[src/rtl/bus_resp.sv]
// bus_resp: CPU bus responder with zero-wait internal RAM pages and a request/ack external port.
// Optional ext_ack timeout with a sticky err flag is built when BUS_RESP_TIMEOUT_EN is defined.
module bus_resp #(
    parameter int RAM_PAGES = 2,
    parameter int TIMEOUT   = 16
) (
    input  logic        clk,
    input  logic        rst_n,
    input  logic [15:0] AB,
    input  logic [7:0]  DO,
    input  logic        WE,
    output logic [7:0]  DB,
    output logic        RDY,
    output logic        ext_req,
    input  logic        ext_ack,
    output logic [15:0] ext_addr,
    output logic [7:0]  ext_wdata,
    output logic        ext_we,
    input  logic [7:0]  ext_rdata,
    output logic        err
);

    // Handshakes: the CPU cycle on AB/WE/DO is taken at a rising edge where RDY=1 and ignored
    // otherwise; ext_req is level-held with stable ext_* until a one-cycle ext_ack is sampled.
    localparam int         ADDR_W     = $clog2(RAM_PAGES * 256);
    localparam logic [8:0] PAGE_LIMIT = 9'(RAM_PAGES);

    typedef enum logic {
        IDLE     = 1'b0,
        EXT_WAIT = 1'b1
    } state_t;

    state_t      state_q, state_d;
    logic [7:0]  db_q, db_d;
    logic        ext_req_q, ext_req_d;
    logic [15:0] ext_addr_q, ext_addr_d;
    logic [7:0]  ext_wdata_q, ext_wdata_d;
    logic        ext_we_q, ext_we_d;

    logic [7:0]        mem [RAM_PAGES * 256];
    logic              is_int;
    logic              ram_we;
    logic [ADDR_W-1:0] ram_idx;

    assign is_int  = {1'b0, AB[15:8]} < PAGE_LIMIT;
    assign ram_idx = AB[ADDR_W-1:0];
    assign ram_we  = (state_q == IDLE) && is_int && WE;

`ifdef BUS_RESP_TIMEOUT_EN
    localparam logic [7:0] TMO_LAST = 8'(TIMEOUT - 1);
    logic [7:0] cnt_q, cnt_d;
    logic       err_q, err_d;
`endif

    always_comb begin
        state_d     = state_q;
        db_d        = db_q;
        ext_req_d   = ext_req_q;
        ext_addr_d  = ext_addr_q;
        ext_wdata_d = ext_wdata_q;
        ext_we_d    = ext_we_q;
`ifdef BUS_RESP_TIMEOUT_EN
        cnt_d       = cnt_q;
        err_d       = err_q;
`endif
        if (state_q == IDLE) begin
            if (is_int) begin
                // Read-before-write: DB gets the old contents even on a write cycle.
                db_d = mem[ram_idx];
            end else begin
                state_d     = EXT_WAIT;
                ext_req_d   = 1'b1;
                ext_addr_d  = AB;
                ext_wdata_d = DO;
                ext_we_d    = WE;
`ifdef BUS_RESP_TIMEOUT_EN
                cnt_d       = 8'd0;
`endif
            end
        end else begin
            if (ext_ack) begin
                if (!ext_we_q) begin
                    db_d = ext_rdata;
                end
                ext_req_d = 1'b0;
                state_d   = IDLE;
            end
`ifdef BUS_RESP_TIMEOUT_EN
            // An ack on the timeout edge completes normally and leaves err alone.
            else if (cnt_q == TMO_LAST) begin
                db_d      = 8'hFF;
                ext_req_d = 1'b0;
                err_d     = 1'b1;
                state_d   = IDLE;
            end else begin
                cnt_d = cnt_q + 8'd1;
            end
`endif
        end
    end

    always_ff @(posedge clk or negedge rst_n) begin
        if (!rst_n) begin
            state_q     <= IDLE;
            db_q        <= 8'h00;
            ext_req_q   <= 1'b0;
            ext_addr_q  <= 16'h0000;
            ext_wdata_q <= 8'h00;
            ext_we_q    <= 1'b0;
`ifdef BUS_RESP_TIMEOUT_EN
            cnt_q       <= 8'd0;
            err_q       <= 1'b0;
`endif
        end else begin
            state_q     <= state_d;
            db_q        <= db_d;
            ext_req_q   <= ext_req_d;
            ext_addr_q  <= ext_addr_d;
            ext_wdata_q <= ext_wdata_d;
            ext_we_q    <= ext_we_d;
`ifdef BUS_RESP_TIMEOUT_EN
            cnt_q       <= cnt_d;
            err_q       <= err_d;
`endif
        end
    end

    // RAM has no reset; contents are undefined until written.
    always_ff @(posedge clk) begin
        if (ram_we) begin
            mem[ram_idx] <= DO;
        end
    end

    assign RDY       = (state_q == IDLE);
    assign DB        = db_q;
    assign ext_req   = ext_req_q;
    assign ext_addr  = ext_addr_q;
    assign ext_wdata = ext_wdata_q;
    assign ext_we    = ext_we_q;

`ifdef BUS_RESP_TIMEOUT_EN
    assign err = err_q;
`else
    assign err = 1'b0;
`endif

endmodule

[config.mk]
export PLATFORM = sky130hd
export DESIGN_NAME = bus_resp
export DESIGN_NICKNAME = d
export VERILOG_FILES = /design/src/rtl/bus_resp.sv
export SDC_FILE = /design/constraint.sdc
export NUM_CORES = 2
export LEC_CHECK = 0
export BUFFER_PORTS_ARGS = -buffer_cell sky130_fd_sc_hd__buf_2
export CELL_PAD_IN_SITES_DETAIL_PLACEMENT = 0
export CELL_PAD_IN_SITES_GLOBAL_PLACEMENT = 1
export CORE_ASPECT_RATIO = 0.9
export CORE_UTILIZATION = 45
export CTS_CLUSTER_DIAMETER = 30
export CTS_CLUSTER_SIZE = 28
export DETAILED_ROUTE_END_ITERATION = 8
export GPL_ROUTABILITY_DRIVEN = 0
export PLACE_DENSITY = 0.7
export RECOVER_POWER = 50
export SLEW_MARGIN = 20
export SYNTH_ARGS = -nofsm -noshare
export SYNTH_HDL_FRONTEND = slang
export SYNTH_SLANG_ARGS = --single-unit
[constraint.sdc]
create_clock -name clk -period 5.3 [get_ports clk]
set_input_delay 1.06 -clock clk [delete_from_list [all_inputs] [get_ports clk]]
set_output_delay 1.06 -clock clk [all_outputs]
set_load 0.05 [all_outputs]
# Word-level counts from Yosys, hierarchy flattened
# Memory sizes are Yosys's and may differ from the RTL's.
# Cells that the tools add are included.
[classes] n_lt_le_gt_ge=1 bitwise_logic=2 reduce_logical=6 n_mux=12 eq_ne=3
[ops] operator="two-way mux 8 bit" n=4
[ops] operator="less-than comparator 8 x 2 -> 1 bit (second input constant)" n=1
[ops] operator="two-way mux 1 bit" n=8
[ops] operator="inequality test 2 bit (second input constant)" n=3
[ops] operator="AND reduction 2 bit" n=2
[ops] operator="AND reduction 3 bit" n=1
[ops] operator="logical AND 1 bit" n=2
[ops] operator="NOT 1 bit" n=2
[ops] operator="nonzero test 2 bit" n=1
[totals] mem_count=1 register_bits=35 input_bits=36 mem_bits_rw=4096 out_inout_bits=36
[memory_table] memory="mem" words=512 width=8 read_ports=1 rd_ports_with_merged_regs=0 write_ports=1 line="40" source="logic [7:0] mem [RAM_PAGES * 256];"

# Depth between registers and ports, before layout
[depth] depth_word=5 ltp_mapped=16 ltp_nobuf=7

# Worst setup path after synthesis
# No wires, ideal clock.
[synth_path] kind="input to register" from="in AB[0]" to="mem mem[379][0], enable pin" n_path_buf=10 required_time_ns=4.917 path_stages=12 setup_ns=0.383 path_slack_ns=1.264 t_arrival_ns=3.652 path_cell_list="buf_6 buf_12 buf_6 buf_6 buf_6 buf_4 buf_6 buf_4 buf_2 clkbuf_1 nand3_1 nor3_1"
[synth_rtl] element="from (decl)" line="9" source="input logic [15:0] AB,"
[synth_rtl] element="to (decl)" line="40"
# No word-level cell before the write port.

# Worst setup path in the final report
[layout_path] from="in AB[0]" to="reg db_q[4], in the netlist DB[4]"
[layout_via] elab_chain_cells=3
[layout_rtl] element="memory read (512 x 8 bit)"
[layout_rtl] element="two-way mux 8 bit" line="67" source="if (is_int) begin"
[layout_rtl] element="two-way mux 8 bit" line="66" source="if (state_q == IDLE) begin"
[layout_rtl] element="to (signal assigned)" line="105" source="db_q <= 8'h00;"
[layout_rtl] element="to (signal assigned)" line="116" source="db_q <= db_d;"
[layout_rtl] element="to (decl)" line="34" source="logic [7:0] db_q, db_d;"
# Every way passes these cells. The select of a mux whose other input is x is not followed.
# A chain may end at the register's enable or synchronous reset.

==> flow_summary.ini <==
[detailed_routing]
viasPerCell = 6.23
via_count = 85900
drtAntennaViolNets = 0
wirelength_um = 475000
wl_per_cell_um = 34.4
drt_first_pass_iters = 6
drt-initial-drc-count = 12800
route.detailed.drc = 0

[logic_synthesis]
ys_seq_area_share_pct = 77.3
synth_edf_count = 4096
synth_fp_nets = 7648
synth_area_leader_cell = edfxtp_1
synth.most_common_cell = edfxtp_1
ys_warn_count = 0
ys_ff_latch = 4131
ys_top_cells_by_count = 4,096 x edfxtp_1, 885 x mux4_2, 562 x nor2_1
ys_types = 84
synth_area_um2 = 160000
post_synth_main_area_contributors = edfxtp_1 77%, mux4_2 12%, mux2i_1 2.8%
yosysTopAreaCellShare_pct = 76.8
async_flop_share_pct = 0.847
synth_cells = 7612
avgSynthCellArea_um2 = 21.0
synth_flop_cell = edfxtp_1

[floorplanning]
row_count = 207
die_area_um2 = 358000
die_y_um = 568
die_w_um = 631
core_region_area_um2 = 354000
start_util_pct = 45.3
ios = 72

[grt]
grt_max_degree = 162
grt_pass1_wl_um = 668000
antenna_found_initial = 49
overflow = 0
grt_pass1_vias = 85500
grt_usage_pct = 26.3

[timing]
drv_slew = 1451
clock.fmax_ghz = 0.199
setup_viol = 0
min_period_ns = 5.04
whs_ns = 0.259
min_period_over_period_pct = 95.0
slew_headroom_pct = -226
fin_skew_ns = 0.0460
worstMarginPinSlew_ns = 4.90
rsz0062_at_grt = no
hold_viol = 0

[hold_path]
min_to = state_q
hold_class = input pin to register
min_from = ext_ack
min_path_cells = 2

[place]
dp_cells = 12600
placedInstanceArea_um2 = 171000
dp_hpwl_um = 298000
placement.io_buffers = 70

[power]
p_int_w = 0.0644
power_frac_clock_pct = 51.9
power_density_nw_per_um2 = 429
p_sw_w = 0.0185
swShare_pct = 22.3
p_seq_share_pct = 43.6
leakage_nw = 62.8
ir_drop_v = 0.000351
power_frac_comb_pct = 4.6

[clock_tree]
numCtsBuffers = 633
path_clk_slew_ns = 0.05
clock_latency_ns = 1.03
clkSinkCount = 4131
cts_hold_buf = 0
cts-htree-levels = 6
tritoncts = built
clockBufferDepth = 4
postCtsSetupRepairBufs = 0
root_buffer = clkbuf_16
cts_resized = 0

[job]
maxCapViolCount = 16

[final_layout]
syn2layout_area_growth_pct = 20.4
ff_latch_area_um2 = 124000
multiInputGateArea_um2 = 34200
fin_area_um2 = 193000
n_fill_cell = 26500
drive_gt1_share_pct = 30.9
layout.cells.non_filler = 13800
nets = 8560

[worst_setup_path]
worst-setup-path-type = input pin to register
r2r_start = mem[215][4]
crit_path_end_kind = register
worstPathArrival_ns = 5.93
regToRegSetupSlack_ns = 0.82
path_max_fanout = 35
cp.required_ns = 6.19
start_kind = input pin
ff2ff_path_depth = 8
r2r_end = DB[4]

[outcome]
status = finished with violations
violations = capacitance limit, slew limit
[routing by layer]
metal	share of wire (%)	wire length (um)	GRT usage, %	up-vias
met2	45	212000	38.8	5548
met3	12	55000	6.36	922
met4	4.3	20300	10.5	20
met1	39	187000	38.1	45500
li1	-	-	-	33900
met5	0.093	441	0	-
[sequential cells by signal (all words and copies together), names as in the netlist]
register,cells
DB,8
mem,4096
ext_wdata,8
ext_we,1
ext_addr,16
ext_req,1
state_q,1
[power groups by stage]
stage               combinational [W]  sequential (W)  clock (W)
floorplan                     0.00162          0.0368          0
global placement              0.00370          0.0367          0
detailed placement            0.00375          0.0367          0
CTS                           0.00375          0.0360     0.0433
global route                  0.00387          0.0360     0.0447
finish                        0.00377          0.0361     0.0430
[cell type report]
class	count	area share, %
sequential	4131	64.2
clock buffer	698	8.44
inverter	6	0.0195
tap	4702	3.05
timing repair buffer	753	3.40
multi-input combinational	2999	17.7
antenna	18	0.0234
clock inverter	479	3.08
[metrics by stage]
step           util, %  setup WS [ns]  setup TNS (ns)  total power [W]
2_1_floorplan        -           1.26               0           0.0385
3_3_place_gp      48.3         -0.843           -2.22           0.0404
3_5_place_dp      48.3         -0.520          -0.643           0.0404
4_1_cts           54.6          0.549               0           0.0831
5_1_grt           54.5          0.206               0           0.0846
6_report          54.5          0.263               0           0.0828
[kinds of logic after synthesis]
logic type / after synthesis / synth area share, %
AO/OA/AOI/OAI: 620 / 2.79
flip-flops: 4131 / 77.3
other: 1 / 0.00234
buffers and inverters: 482 / 1.51
AND/OR/NAND/NOR: 994 / 2.69
multiplexers: 1384 / 15.7
[worst max path at each step]
stage          start     endpoint  slack [ns]
2_1_floorplan  AB[0]  mem[379][0]        1.26
3_3_place_gp   AB[0]        DB[3]       -0.84
3_5_place_dp   AB[0]        DB[4]       -0.52
4_1_cts        AB[0]        DB[4]        0.55
5_1_grt        DO[6]  mem[181][6]        0.21
6_report       AB[0]        DB[4]        0.26
[layout by cell type (no fill, tap or decap), types with 75 or more instances in the layout]
cell          n
clkbuf_16   641
mux2i_1     445
mux4_2      885
a22oi_1     126
buf_4       580
buf_12       88
nor2_1      559
bufinv_16    94
clkinv_2     86
nand2_1     188
o21ai_0      75
edfxtp_1   4096
a221oi_1     95
[worst max-delay path, stage by stage]
cell and delay (ns):
buf_12 0.26, buf_4 0.45, mux4_2 0.54, mux2i_1 0.70
o32ai_1 0.19, nor4bb_1 1.08, nand4_1 0.64, nor4_1 0.58
buf_4 0.21, a31oi_1 0.08
(Power assumes the default switching activity.)
